===== src/rtl/kv_lru_engine.sv =====
// True-LRU replacement engine: per-set age permutation in flops, one request per cycle,
// with init sequencing, invalid-way preference on fill and a registered victim response.
//
//   state   | meaning
//   --------+-------------------------------------------------------------
//   ST_INIT | rebuilding set r_cnt to the identity permutation, o_ready low
//   ST_RUN  | accepting touch / fill / invalidate / flush requests
module kv_lru_engine #(
   parameter int WAY_NUM     = 4,
   parameter int LINE_NUM    = 64,
   parameter int INDEX_WIDTH = $clog2(LINE_NUM / WAY_NUM),
   parameter int AGE_W       = $clog2(WAY_NUM)
) (
   input  logic                   i_clk,
   input  logic                   i_rstn,
   output logic                   o_ready,
   input  logic                   i_req_valid,
   input  logic [1:0]             i_req_op,
   input  logic [INDEX_WIDTH-1:0] i_req_index,
   input  logic [WAY_NUM-1:0]     i_req_way,
   input  logic [WAY_NUM-1:0]     i_valid_way,
   output logic                   o_rsp_valid,
   output logic [WAY_NUM-1:0]     o_victim_way,
   output logic [AGE_W-1:0]       o_victim_idx
);

   localparam int SET_NUM = LINE_NUM / WAY_NUM;

   localparam logic [1:0] OP_TOUCH = 2'b00;
   localparam logic [1:0] OP_FILL  = 2'b01;
   localparam logic [1:0] OP_INVAL = 2'b10;
   localparam logic [1:0] OP_FLUSH = 2'b11;

   localparam logic [AGE_W-1:0]       AGE_LRU  = AGE_W'(WAY_NUM - 1);
   localparam logic [INDEX_WIDTH-1:0] CNT_LAST = INDEX_WIDTH'(SET_NUM - 1);

   typedef logic [WAY_NUM-1:0][AGE_W-1:0] row_t;
   typedef enum logic {ST_INIT, ST_RUN} state_t;

   function automatic row_t identity_row();
      row_t row;
      for (int w = 0; w < WAY_NUM; w++) row[w] = AGE_W'(w);
      return row;
   endfunction

   function automatic logic is_perm(input row_t row);
      logic [WAY_NUM-1:0] seen;
      seen = '0;
      for (int w = 0; w < WAY_NUM; w++) seen[row[w]] = 1'b1;
      return &seen;
   endfunction

   state_t                   r_state;
   logic [INDEX_WIDTH-1:0]   r_cnt;
   logic                     r_ready;
   logic                     r_rsp_valid;
   logic [WAY_NUM-1:0]       r_victim_way;
   logic [AGE_W-1:0]         r_victim_idx;
   row_t                     r_age [SET_NUM];

   row_t                     w_row;
   row_t                     w_new_row;
   logic                     w_accept;
   logic                     w_sel_hit;
   logic                     w_inv_any;
   logic                     w_do_touch;
   logic                     w_do_inval;
   logic [AGE_W-1:0]         w_sel_idx;
   logic [AGE_W-1:0]         w_inv_idx;
   logic [AGE_W-1:0]         w_lru_idx;
   logic [AGE_W-1:0]         w_vic_idx;
   logic [AGE_W-1:0]         w_tgt_idx;
   logic [AGE_W-1:0]         w_tgt_age;

   assign w_accept = i_req_valid && r_ready;

   always_comb begin
      w_row     = r_age[i_req_index];
      w_sel_hit = 1'b0;
      w_sel_idx = '0;
      w_inv_any = 1'b0;
      w_inv_idx = '0;
      w_lru_idx = '0;
      // descending scans leave the lowest matching way selected
      for (int w = WAY_NUM - 1; w >= 0; w--) begin
         if (i_req_way[w]) begin
            w_sel_hit = 1'b1;
            w_sel_idx = AGE_W'(w);
         end
         if (!i_valid_way[w]) begin
            w_inv_any = 1'b1;
            w_inv_idx = AGE_W'(w);
         end
         if (w_row[w] == AGE_LRU) w_lru_idx = AGE_W'(w);
      end
      w_vic_idx  = w_inv_any ? w_inv_idx : w_lru_idx;
      w_tgt_idx  = (i_req_op == OP_FILL) ? w_vic_idx : w_sel_idx;
      w_tgt_age  = w_row[w_tgt_idx];
      w_do_touch = (i_req_op == OP_FILL) || ((i_req_op == OP_TOUCH) && w_sel_hit);
      w_do_inval = (i_req_op == OP_INVAL) && w_sel_hit;
      w_new_row  = w_row;
      for (int w = 0; w < WAY_NUM; w++) begin
         if (w_do_touch) begin
            if (AGE_W'(w) == w_tgt_idx)    w_new_row[w] = '0;
            else if (w_row[w] < w_tgt_age) w_new_row[w] = w_row[w] + AGE_W'(1);
         end else if (w_do_inval) begin
            if (AGE_W'(w) == w_tgt_idx)    w_new_row[w] = AGE_LRU;
            else if (w_row[w] > w_tgt_age) w_new_row[w] = w_row[w] - AGE_W'(1);
         end
      end
   end

   always_ff @(posedge i_clk) begin
      if (!i_rstn) begin
         r_state      <= ST_INIT;
         r_cnt        <= '0;
         r_ready      <= 1'b0;
         r_rsp_valid  <= 1'b0;
         r_victim_way <= '0;
         r_victim_idx <= '0;
      end else begin
         r_rsp_valid <= 1'b0;
         case (r_state)
            ST_INIT: begin
               r_age[r_cnt] <= identity_row();
               if (r_cnt == CNT_LAST) begin
                  r_state <= ST_RUN;
                  r_ready <= 1'b1;
                  r_cnt   <= '0;
               end else begin
                  r_cnt <= r_cnt + INDEX_WIDTH'(1);
               end
            end
            ST_RUN: begin
               if (w_accept) begin
                  r_rsp_valid <= 1'b1;
                  if (i_req_op == OP_FILL) begin
                     r_victim_way <= WAY_NUM'(1) << w_vic_idx;
                     r_victim_idx <= w_vic_idx;
                  end else begin
                     r_victim_way <= '0;
                     r_victim_idx <= '0;
                  end
                  if (i_req_op == OP_FLUSH) begin
                     r_state <= ST_INIT;
                     r_ready <= 1'b0;
                     r_cnt   <= '0;
                  end else begin
                     r_age[i_req_index] <= w_new_row;
                  end
               end
            end
            default: begin
               r_state <= ST_INIT;
               r_ready <= 1'b0;
               r_cnt   <= '0;
            end
         endcase
      end
   end

   assign o_ready      = r_ready;
   assign o_rsp_valid  = r_rsp_valid;
   assign o_victim_way = r_victim_way;
   assign o_victim_idx = r_victim_idx;

   // every set must stay a permutation of 0..WAY_NUM-1 once init has finished
   for (genvar s = 0; s < SET_NUM; s++) begin : g_perm_chk
      a_perm: assert property (@(posedge i_clk) disable iff (!i_rstn) r_ready |-> is_perm(r_age[s]));
   end

endmodule


===== config.mk =====
export PLATFORM = sky130hd
export DESIGN_NAME = kv_lru_engine
export DESIGN_NICKNAME = d
export VERILOG_FILES = /design/src/rtl/kv_lru_engine.sv
export SDC_FILE = /design/constraint.sdc
export NUM_CORES = 1
export LEC_CHECK = 0
export CAP_MARGIN = 0
export CORE_MARGIN = 1
export CORE_UTILIZATION = 40
export CTS_CLUSTER_SIZE = 10
export DETAILED_ROUTE_END_ITERATION = 16
export DONT_BUFFER_PORTS = 1
export SLEW_MARGIN = 10
export SYNTH_ARGS = -nofsm -noshare
export SYNTH_HDL_FRONTEND = slang
export SYNTH_SLANG_ARGS = --single-unit

===== constraint.sdc =====
create_clock -name i_clk -period 20.5 [get_ports i_clk]
set_input_delay 4.1 -clock i_clk [delete_from_list [all_inputs] [get_ports i_clk]]
set_output_delay 4.1 -clock i_clk [all_outputs]
set_load 0.05 [all_outputs]

==> Yosys cells after proc, flatten, opt, wreduce, memory -nomap -nowiden <==
Memories as Yosys holds them, arrays and structs flattened.
Cells that the tools add are included.
{ "word_totals": {"ff_bits": 13, "latchBits": 0, "ram_bits": 128, "romBits": 0, "input_bits": 17, "output_inout_bits": 8, "mem_count": 1} }
{ "op_classes": {"addsub": 9, "mul": 0, "div_mod_pow": 0, "n_lt_le_gt_ge": 9, "n_eq_ne": 14, "shifts": 1, "mux": 73, "bitwise_logic": 1, "reduce_logical": 11} }
{ "mem_list": {"columns": ["memory", "depth", "width", "rd", "rd_clocked_by_memory_dff", "wr", "line_no", "text"], "rows": [
  ["r_age", 16, 8, 1, 0, 1, "59", "row_t r_age [SET_NUM];"]
]} }
{ "op_table": {"columns": ["cell", "n"], "rows": [
  ["2-to-1 mux 2 bit", 40],
  ["2-to-1 mux 1 bit", 23],
  ["2-to-1 mux 4 bit", 5],
  ["equality test 2 bit (second input constant)", 6],
  ["adder 2 x 1 -> 2 bit (second input constant)", 4],
  ["greater-than comparator 2 bit", 4],
  ["less-than comparator 2 bit", 4],
  ["2-to-1 mux 8 bit", 1],
  ["one-hot mux 4 bit (2 select lines)", 1],
  ["OR reduction 8 bit", 1],
  ["subtractor 2 x 1 -> 2 bit (second input constant)", 4],
  ["AND reduction 2 bit", 3],
  ["adder 4 x 1 -> 4 bit (second input constant)", 1],
  ["binary-select mux 2 bit (select 2 bit)", 1],
  ["equality test 2 bit (first input constant)", 2],
  ["equality test 4 bit (second input constant)", 1],
  ["zero test 2 bit", 2],
  ["inequality test 2 x 1 -> 1 bit (second input constant)", 2],
  ["one-hot mux 1 bit (2 select lines)", 2],
  ["left shift 1 x 2 -> 4 bit (first input constant)", 1],
  ["logical AND 1 bit", 3],
  ["less-than comparator 2 x 3 -> 1 bit (second input constant)", 1],
  ["AND reduction 3 bit", 1],
  ["equality test 1 x 2 -> 1 bit (first input constant)", 1],
  ["other kinds (4)", 4]
]} }

==> Logic depth before layout (Yosys ltp) <==
Gate-level depths: netlist of the first run.
An unclocked memory read counts as a cell.
{ "logic_depth": {"depth_word": 16, "mapped_depth": 22, "mapped_depth_nobuf": 20} }

==> Least setup slack after synthesis of the first run <==
Ideal clock, no wire load.
{ "synth_path": {"kind": "in2reg", "from": "input port i_req_index[0]", "to": "memory r_age[0][0] (netlist name) (data pin)", "setup_ps": 340, "t_arrival_ps": 8959, "t_required_ps": 20160, "path_slack_ps": 11200, "stages": 16, "n_path_buf": 3, "path_cell_list": "buf_6 buf_2 buf_2 mux4_2 mux4_2 ha_1 o311ai_0 a41oi_1 a211oi_1 a21oi_1 ha_1 o22ai_1 o221ai_1 a21oi_1 xnor2_1 a211oi_1"} }
{ "synth_via": {"elab_chain_cells": 16, "elab_cells_between_ends": 25, "classes_between": "2 x add/sub; 2 x order compare; 4 x eq/ne; 15 x mux; 1 x reduce/logical; 1 x memory"} }
{ "synth_rtl": {"columns": ["element", "line_no", "text"], "rows": [
  ["start: declaration", "19", "input logic [INDEX_WIDTH-1:0] i_req_index,"],
  ["memory (16 x 8 bit) (*)", null, null],
  ["equality test 2 bit", "94", "if (w_row[w] == AGE_LRU) w_lru_idx = AGE_W'(w);"],
  ["2-to-1 mux 2 bit (4 in a row)", "94", null],
  ["2-to-1 mux 2 bit", "96", "w_vic_idx = w_inv_any ? w_inv_idx : w_lru_idx;"],
  ["2-to-1 mux 2 bit", "97", "w_tgt_idx = (i_req_op == OP_FILL) ? w_vic_idx : w_sel_idx;"],
  ["binary-select mux 2 bit (select 2 bit)", "98", "w_tgt_age = w_row[w_tgt_idx];"],
  ["2-to-1 mux 2 bit (implied by the code)", "98", null],
  ["greater-than comparator 2 bit", "108", "else if (w_row[w] > w_tgt_age) w_new_row[w] = w_row[w] - AGE_W'(1);"],
  ["2-to-1 mux 2 bit", "108", null],
  ["2-to-1 mux 2 bit", "107", "if (AGE_W'(w) == w_tgt_idx) w_new_row[w] = AGE_LRU;"],
  ["2-to-1 mux 2 bit", "106", "end else if (w_do_inval) begin"],
  ["2-to-1 mux 2 bit (*)", "103", "if (w_do_touch) begin"],
  ["2-to-1 mux 8 bit (no source line) (*)", null, null],
  ["end: declaration", "59", null]
]} }
Mark *: on every way between the ends. The rest lies on a longest branch, timed or not. The select of a mux whose other input is x is not followed.

==> Final worst setup path of the first run <==
{ "layout_path": {"from": "input port i_req_index[0]", "to": "memory r_age[4][7] (netlist name) (data pin)"} }
The elaborated chain is that of the path after synthesis.

==> impl_metrics.env, run 1 <==
export IMPL_clock_path_buffers=2
export IMPL_final_cell_area_sq_um=7282
export IMPL_synth_fp_nets=463
export IMPL_path_buf_inv=1
export IMPL_r2r_end="r_age[4][7]"
export IMPL_synth_ff_type="edfxtp_1"
export IMPL_initial_core_util_pct=41.22
export IMPL_synth_top_area_cell="edfxtp_1"
export IMPL_antenna_found_initial=0
export IMPL_syn_inst=437
export IMPL_crit_family="compound AO/OA/AOI/OAI gates"
export IMPL_dpl_cell_area_sq_um=6770
export IMPL_gp_congestion=0.8463
export IMPL_yosysWarningCount=0
export IMPL_vias_per_cell=5.907
export IMPL_critPathLaunchType="input pin"
export IMPL_min_to="r_cnt[3]"
export IMPL_power_density_nw_per_um2=87.12
export IMPL_netSwitchingFraction_pct=21.83
export IMPL_core_area_sq_um=15940
export IMPL_finalWirelength_mm=14.39
export IMPL_critPathKind="input pin to flop"
export IMPL_drv_cap=0
export IMPL_rows=46
export IMPL_h_tree_depth=4
export IMPL_timing_final_crit_period_ps=9049
export IMPL_ys_ff_latch=141
export IMPL_path_clk_slew_ps=50
export IMPL_post_cts_resized=0
export IMPL_cts_tree="yes"
export IMPL_drc=0
export IMPL_max_clock_freq_mhz=110.5
export IMPL_grt_pass1_vias=3778
export IMPL_die_y_um=130.2
export IMPL_synth_edf_count=128
export IMPL_period_share_pct=44.14
export IMPL_synthAdderAreaFrac_pct=2.190
export IMPL_overflow=0
export IMPL_dieArea_sq_um=16940
export IMPL_r2r_slack_ps=14790
export IMPL_hold_viol_final=0
export IMPL_hold_depth=1
export IMPL_rsz0062_at_grt="no"
export IMPL_ir_drop_mv=0.05936
export IMPL_end_kind="flop"
export IMPL_p_total_mw=0.6344
export IMPL_worstPathCellList="mux4_2, a22o_1, a221oi_4, inv_2, ha_1, nor2_1, o311ai_0, a41oi_1, a211oi_1, a21oi_1, ha_1, nor2_1, maj3_1, o211a_1, and2_1, o221ai_1"
export IMPL_clock_latency_ps=420
export IMPL_n_antenna_cell=0
export IMPL_finalSetupViolations=0
export IMPL_tns_ps=0
export IMPL_synth_area_sq_um=6571
export IMPL_synth_area_per_cell_sq_um=15.04
export IMPL_vias=3946
export IMPL_clockRootBuffer="clkbuf_16"
export IMPL_cp_max_fo=33
export IMPL_cp_required_ps=20560
export IMPL_ys_top_cells_by_area="edfxtp_1 58%, mux4_2 9.3%, dfxtp_1 4.0%"
export IMPL_cp_arrival_ps=9110
export IMPL_synth_area_mux_share_pct=13.46
export IMPL_cts_buffers=17
export IMPL_status="complete, no violations"
export IMPL_synth_distinct_cells=72
export IMPL_drv_slew=0
export IMPL_ant_nets=0
export IMPL_skew_ps=7.694
export IMPL_hp_class="flop to flop"
export IMPL_max_slew_margin_rel_pct=15.02
export IMPL_crit_path_top_delay_cell="o221ai_1"
export IMPL_synth_compound_area_share_pct=10.83
export IMPL_hpwl_mm=9.462
export IMPL_firstDrtPassIters=5
export IMPL_seqPwrFrac_pct=49.4
export IMPL_ioPinCount=25
export IMPL_die_x_um=130.2
export IMPL_track_usage_pct=18.24
export IMPL_clkPwrFrac_pct=42.6
export IMPL_synth_top_area_share_pct=58.49
export IMPL_worst_pin_slew_ps=1270
export IMPL_worstReg2RegStart="r_age[7][5]"
export IMPL_n_fill_cell=1374
export IMPL_drive_gt1_share_pct=15.93
export IMPL_p_int_mw=0.4959
export IMPL_grt_max_degree=35
export IMPL_finalNetCount=468
export IMPL_area_growth_pct=10.81
export IMPL_synthXorXnorAreaFrac_pct=0.3998
export IMPL_min_delay_start="r_cnt[3]"
export IMPL_grt_pass1_wl_mm=21.65
export IMPL_seq_area_frac_synth_pct=62.45
export IMPL_cpPeakStageDelay_ps=840
export IMPL_synthSimpleGateAreaFrac_pct=8.492
export IMPL_clock_sinks=141
export IMPL_drt_iter0_markers=382
export IMPL_switching_power_mw=0.1385
export IMPL_ff2ff_path_depth=16
export IMPL_async_reset_ff_share_pct=0
export IMPL_io_buffer_count=0
export IMPL_synth_top_family_by_area="multiplexers"
export IMPL_p_leak_nw=2.536
export IMPL_post_cts_buffers=0
export IMPL_wl_per_cell_um=21.54
export IMPL_combPwrFrac_pct=8.0
export IMPL_ctsHoldBuffers=0
[sequential cells by signal, indices dropped and copies added, names as in the netlist]
name	count
o_ready	1
o_rsp_valid	1
o_victim_idx	2
o_victim_way	4
r_age	128
r_cnt	4
r_state	1
[cells by family (layout without fill, tap and decap cells)]
group,after synthesis,count (layout)
AO/OA/AOI/OAI,91,91
XOR/XNOR,3,3
adder cells (fa/ha/maj),12,12
buffers and inverters,30,45
flip-flops,141,141
multiplexers,40,40
AND/OR/NAND/NOR,120,120
[cell usage in the layout (no fill, tap or decap), types with 8 or more instances in the layout]
master,synthesis,layout
mux4_2,27,27
a21oi_1,18,18
nand2_1,21,21
o21ai_0,11,11
nand3_1,8,8
ha_1,9,9
clkbuf_16,0,17
inv_1,11,11
dfxtp_1,13,13
edfxtp_1,128,128
nor3_1,8,8
mux4_1,9,9
nor2_1,52,52
a22oi_1,12,12
[final cells by class]
class                           instances  area, sq um  area share, %
Clock inverter                          9        75.07          1.031
Timing Repair Buffer                    3        22.52         0.3093
Tap cell                              216        270.3          3.711
Inverter                               13        48.80         0.6701
Sequential cell                       141         4104          56.36
Multi-Input combinational cell        266         2325          31.92
Clock buffer                           20        436.7          5.997
[synth_stat cells (2+ instances only)]
master and instances:
mux4_2 27, nand3_1 8, mux4_1 9, a211oi_1 3
xnor2_1 3, ha_1 9, o21ai_0 11, and3_1 4
clkbuf_1 9, inv_1 11, a221oi_1 2, buf_2 3
or2_2 3, o311ai_0 5, maj3_1 2, nor2_1 52
mux2i_1 4, nor2b_1 4, nor3_1 8, a21oi_1 18
nor3b_1 3, dfxtp_1 13, o21a_1 2, nand2b_1 3
a31oi_1 3, nor4_1 2, and2_1 3, buf_6 2
o221ai_1 4, nand2_2 2, o22ai_1 2, nand2_1 21
nor2_2 2, a22oi_1 12, o31a_1 2, a41oi_1 2
edfxtp_1 128, a41o_1 2
[metal layers]
metal	vias up	part of all wire (%)	GRT usage, %
met2	114	51	31.26
met3	23	5.5	4.346
li1	1784	-	-
met5	-	0	0
met4	0	1.9	7.524
met1	2025	42	22.09
[power by group through the flow]
stage                     combinational (mW)  clock (mW)  sequential [mW]
after floorplan                       0.0443           0            0.319
after detailed placement              0.0503           0            0.319
after global routing                  0.0559       0.286            0.313
after CTS                             0.0505       0.275            0.313
final                                 0.0510       0.270            0.313
after global placement                0.0495           0            0.319
[per-stage QoR]
step	util (%)	hold WS (ps)	setup slack [ps]	instances
6_report	45.68	559.6	11450	668
5_1_grt	45.68	611.2	11090	668
4_1_cts	45.68	555.0	11510	668
3_5_place_dp	42.47	540.8	11060	639
3_3_place_gp	42.47	537.2	11370	639
2_1_floorplan	-	488.5	11200	437
[worst max path at each step]
stage	start	endpoint	slack, ps	cells past startpoint
after detailed placement	i_req_index[0]	r_age[0][7]	11060	16
after CTS	i_req_index[0]	r_age[12][7]	11510	16
after floorplan	i_req_index[0]	r_age[0][0]	11200	16
final	i_req_index[0]	r_age[4][7]	11450	16
after global routing	i_req_index[0]	r_age[4][7]	11090	16
after global placement	i_req_index[0]	r_age[8][7]	11370	16
Power figures use the tool's default switching activity.
==> run 2: changes to the inputs <==
==> constraint.sdc (replaced) <==
create_clock -name i_clk -period 9.2 [get_ports i_clk]
set_input_delay 1.84 -clock i_clk [delete_from_list [all_inputs] [get_ports i_clk]]
set_output_delay 1.84 -clock i_clk [all_outputs]
set_load 0.05 [all_outputs]
==> impl_metrics.env, run 2 (same netlist as run 1, synthesis figures left out) <==
export IMPL_status="complete, no violations"
export IMPL_critPathLaunchType="input pin"
export IMPL_vias_per_cell=5.852
export IMPL_finalWirelength_mm=14.51
export IMPL_drv_cap=0
export IMPL_clock_path_buffers=2
export IMPL_cts_buffers=17
export IMPL_h_tree_depth=4
export IMPL_hp_class="flop to flop"
export IMPL_finalNetCount=468
export IMPL_drc=0
export IMPL_cts_tree="yes"
export IMPL_power_density_nw_per_um2=211.4
export IMPL_worst_pin_slew_ps=1250
export IMPL_antenna_found_initial=0
export IMPL_io_buffer_count=0
export IMPL_clock_latency_ps=430
export IMPL_hold_viol_final=0
export IMPL_grt_max_degree=35
export IMPL_timing_final_crit_period_ps=6735
export IMPL_finalSetupViolations=0
export IMPL_crit_path_top_delay_cell="o221ai_1"
export IMPL_seqPwrFrac_pct=44.4
export IMPL_max_clock_freq_mhz=148.5
export IMPL_area_growth_pct=13.08
export IMPL_end_kind="flop"
export IMPL_grt_pass1_wl_mm=21.62
export IMPL_overflow=0
export IMPL_gp_congestion=0.8469
export IMPL_rows=46
export IMPL_cp_max_fo=33
export IMPL_cpPeakStageDelay_ps=840
export IMPL_critPathKind="input pin to flop"
export IMPL_max_slew_margin_rel_pct=16.39
export IMPL_ant_nets=0
export IMPL_p_leak_nw=2.614
export IMPL_clkPwrFrac_pct=48.3
export IMPL_switching_power_mw=0.3424
export IMPL_cp_required_ps=9270
export IMPL_die_x_um=130.2
export IMPL_cp_arrival_ps=6800
export IMPL_drv_slew=0
export IMPL_drive_gt1_share_pct=17.58
export IMPL_regMostFlops="r_age"
export IMPL_firstDrtPassIters=5
export IMPL_wl_per_cell_um=21.62
export IMPL_p_total_mw=1.571
export IMPL_n_antenna_cell=0
export IMPL_worstPathCellList="mux4_2, a22o_1, a221oi_4, inv_2, ha_1, nor2_1, o311ai_0, a41oi_1, a211oi_1, a21oi_1, ha_1, nor2_1, maj3_1, o211a_1, and2_1, o221ai_1"
export IMPL_clockRootBuffer="clkbuf_16"
export IMPL_drt_iter0_markers=289
export IMPL_final_util_pct=46.61
export IMPL_rsz0062_at_grt="no"
export IMPL_skew_ps=5.954
export IMPL_final_cell_area_sq_um=7431
export IMPL_final_common_cell="edfxtp_1"
export IMPL_post_cts_buffers=0
export IMPL_ctsHoldBuffers=0
export IMPL_die_y_um=130.2
export IMPL_p_int_mw=1.228
export IMPL_hpwl_mm=9.509
export IMPL_clock_sinks=141
export IMPL_layout_common_cells="128 x edfxtp_1, 52 x nor2_1, 27 x mux4_2"
export IMPL_track_usage_pct=18.20
export IMPL_initial_core_util_pct=41.22
export IMPL_ir_drop_mv=0.1452
export IMPL_path_clk_slew_ps=60
export IMPL_tns_ps=0
export IMPL_netSwitchingFraction_pct=21.80
export IMPL_period_share_pct=73.21
export IMPL_dieArea_sq_um=16940
export IMPL_ioPinCount=25
export IMPL_vias=3927
export IMPL_post_cts_resized=0
export IMPL_dpl_cell_area_sq_um=6770
export IMPL_combPwrFrac_pct=7.3
export IMPL_core_area_sq_um=15940
export IMPL_grt_pass1_vias=3705
export IMPL_largest_reg_flops=128
## run 2: cell types whose count changed in the layout (fill, tap and decap cells not counted), sizes merged
| cell | delta |
|---|---|
| bufinv | +4 |
| inv | +4 |
| clkbuf | -3 |
| clkinvlp | -2 |
## run 2: final timing paths
check	start	to	slack, ps	depth (start not counted)
max reg2reg	r_age[7][5]	r_age[13][7]	3540	16
max	i_req_index[0]	r_age[13][7]	2470	16
min	r_cnt[3]	r_cnt[3]	560	1
min reg2reg	r_cnt[3]	r_cnt[3]	560	1
## run 2: cell type report
type | count | area [sq um]
Fill cell | 1380 | 8512
Sequential cell | 141 | 4104
Multi-Input combinational cell | 266 | 2325
Clock buffer | 17 | 425.4
Tap cell | 216 | 270.3
Clock inverter | 15 | 235.2
Inverter | 13 | 48.80
Timing Repair Buffer | 3 | 22.52
## run 2: power groups by stage
stage | clock [mW] | combinational, mW | sequential, mW
floorplan | 0 | 0.0987 | 0.710
global placement | 0 | 0.110 | 0.711
detailed placement | 0 | 0.112 | 0.711
CTS | 0.769 | 0.113 | 0.698
global route | 0.796 | 0.124 | 0.698
finish | 0.759 | 0.114 | 0.698
## run 2: through the flow
step / hold WS (ps) / setup slack [ps] / std cells
6_report: 565.0 / 2465 / 671
4_1_cts: 553.2 / 2473 / 671
2_1_floorplan: 488.5 / 2160 / 437
5_1_grt: 604.5 / 1971 / 671
3_5_place_dp: 537.7 / 2056 / 639
3_3_place_gp: 537.2 / 2328 / 639
## run 2: metal layers
metal | wire (um) | up-vias | share of wire, % | GRT usage (%)
met5 | 0 | - | 0 | 0
met1 | 5950 | 1971 | 41 | 22.56
met4 | 274 | 0 | 1.9 | 7.592
met3 | 954 | 20 | 6.6 | 4.346
li1 | - | 1785 | - | -
met2 | 7325 | 151 | 50 | 30.57
## run 2: worst max-delay path, delay by kind of cell
kind	cells	cell delay, ps
AOI/OAI and AO/OA	8	3020
adders and majority gates	3	910
muxes	1	470
and+or+nand+nor	3	370
buffers and inverters	1	180
==> run 3: changes to the inputs <==
==> constraint.sdc (replaced) <==
create_clock -name i_clk -period 7.04 [get_ports i_clk]
set_input_delay 1.408 -clock i_clk [delete_from_list [all_inputs] [get_ports i_clk]]
set_output_delay 1.408 -clock i_clk [all_outputs]
set_load 0.05 [all_outputs]
==> impl_metrics.env, run 3 (same netlist as run 1, synthesis figures left out) <==
export IMPL_status="complete, no violations"
export IMPL_timing_final_crit_period_ps=6220
export IMPL_end_kind="flop"
export IMPL_worstPathCellList="mux4_2, mux4_2, ha_1, o311ai_0, a41oi_1, a211oi_1, a21oi_1, buf_4, ha_1, nor2_1, maj3_1, o211a_1, and2_1, o221ai_1"
export IMPL_max_slew_margin_rel_pct=12.97
export IMPL_hold_depth=1
export IMPL_cp_max_fo=33
export IMPL_finalWirelength_mm=15.00
export IMPL_gp_congestion=0.8887
export IMPL_finalNetCount=472
export IMPL_final_cell_area_sq_um=7432
export IMPL_power_density_nw_per_um2=271.7
export IMPL_cp_required_ps=7100
export IMPL_skew_ps=6.545
export IMPL_worst_pin_slew_ps=1301
export IMPL_ioPinCount=25
export IMPL_path_depth=14
export IMPL_h_tree_depth=4
export IMPL_regMostFlops="r_age"
export IMPL_post_cts_buffers=0
export IMPL_final_util_pct=46.62
export IMPL_clock_path_buffers=2
export IMPL_cts_buffers=17
export IMPL_p_leak_nw=2.616
export IMPL_critPathLaunchType="input pin"
export IMPL_die_y_um=130.2
export IMPL_fin_ws_ps=819.5
export IMPL_final_common_cell="edfxtp_1"
export IMPL_hold_viol_final=0
export IMPL_cpPeakStageDelay_ps=850
export IMPL_io_buffer_count=0
export IMPL_cts_tree="yes"
export IMPL_drv_cap=0
export IMPL_ir_drop_mv=0.1511
export IMPL_grtUsageMet2_pct=31.63
export IMPL_die_x_um=130.2
export IMPL_track_usage_pct=19.16
export IMPL_busiest_layer="met2"
export IMPL_use_met1_pct=23.90
export IMPL_combPwrFrac_pct=7.6
export IMPL_largest_reg_flops=128
export IMPL_wl_per_cell_um=22.29
export IMPL_rows=46
export IMPL_clock_sinks=141
export IMPL_drt_iter0_markers=401
export IMPL_overflow=0
export IMPL_p_total_mw=2.019
export IMPL_crit_path_top_delay_cell="o221ai_1"
export IMPL_period_share_pct=88.36
export IMPL_drive_gt1_share_pct=17.51
export IMPL_area_growth_pct=13.10
export IMPL_core_area_sq_um=15940
export IMPL_p_int_mw=1.595
export IMPL_max_clock_freq_mhz=160.8
export IMPL_antenna_found_initial=0
export IMPL_post_cts_resized=0
export IMPL_initial_core_util_pct=41.22
export IMPL_grt_pass1_vias=3928
export IMPL_drc=0
export IMPL_hp_class="flop to flop"
export IMPL_crit_family="compound AO/OA/AOI/OAI gates"
export IMPL_tns_ps=0
export IMPL_n_antenna_cell=0
export IMPL_ant_nets=0
export IMPL_clock_latency_ps=420
export IMPL_dpl_cell_area_sq_um=6800
export IMPL_cp_arrival_ps=6280
export IMPL_dp_slack_ps=411.7
export IMPL_globalRouteMet3Util_pct=4.223
export IMPL_ff2ff_path_depth=14
export IMPL_grt_pass1_wl_mm=22.70
export IMPL_vias_per_cell=5.961
export IMPL_path_clk_slew_ps=60
export IMPL_rsz0062_at_grt="no"
export IMPL_ctsHoldBuffers=0
export IMPL_n_fill_cell=1410
export IMPL_finalSetupViolations=0
export IMPL_vias=4012
export IMPL_layout_common_cells="128 x edfxtp_1, 52 x nor2_1, 27 x mux4_2"
export IMPL_clockRootBuffer="clkbuf_16"
export IMPL_drv_slew=0
export IMPL_grt_max_degree=35
export IMPL_clkPwrFrac_pct=47.2
export IMPL_seqPwrFrac_pct=45.2
export IMPL_firstDrtPassIters=4
export IMPL_switching_power_mw=0.4243
export IMPL_dieArea_sq_um=16940
export IMPL_path_buf_inv=1
export IMPL_critPathKind="input pin to flop"
export IMPL_netSwitchingFraction_pct=21.01
export IMPL_hpwl_mm=9.703
## run 3: cell types whose count changed in the layout (fill, tap and decap cells not counted), sizes merged
cell and change:
buf +4, clkbuf +1, clkinv +1, inv -4
## run 3: power by group through the flow
stage	clock, mW	combinational, mW	sequential, mW
floorplan	0	0.129	0.928
global placement	0	0.147	0.929
detailed placement	0	0.150	0.930
CTS	0.963	0.151	0.912
global route	0.995	0.166	0.913
finish	0.953	0.154	0.912
## run 3: routing by layer
metal  vias to the layer above  routed length, um
li1                       1788                  -
met1                      2060               6431
met2                       134               7330
met3                        30                792
met4                         0                444
met5                         -                  0
## run 3: worst paths after layout
check	to	slack (ps)	start
hold reg to reg	r_cnt[3]	560	r_cnt[3]
hold / removal	r_cnt[3]	560	r_cnt[3]
setup reg to reg	r_age[3][7]	1460	r_age[7][2]
setup / recovery	r_age[3][7]	820	i_req_index[0]
## run 3: area by class of cell
cell class / count / area, sq um / share of cell area (%)
Clock buffer: 18 / 429.2 / 5.774
Timing Repair Buffer: 7 / 52.55 / 0.7071
Clock inverter: 12 / 196.4 / 2.643
Tap cell: 216 / 270.3 / 3.636
Sequential cell: 141 / 4104 / 55.22
Inverter: 13 / 48.80 / 0.6566
Multi-Input combinational cell: 266 / 2331 / 31.36
## run 3: metrics by stage
stage	std cells	hold slack (ps)
global route	673	577.5
detailed placement	643	534.2
global placement	643	541.8
floorplan	437	488.5
finish	673	556.9
CTS	673	552.6
## run 3: worst register-to-register path, delay by kind of cell (launching register included)
family                     cells  cell delay [ps]
AOI/OAI and AO/OA              6             2460
adders and majority gates      3              900
buffers and inverters          1              190
DFF                            1              380
muxes                          2             1050
and+or+nand+nor                2              230
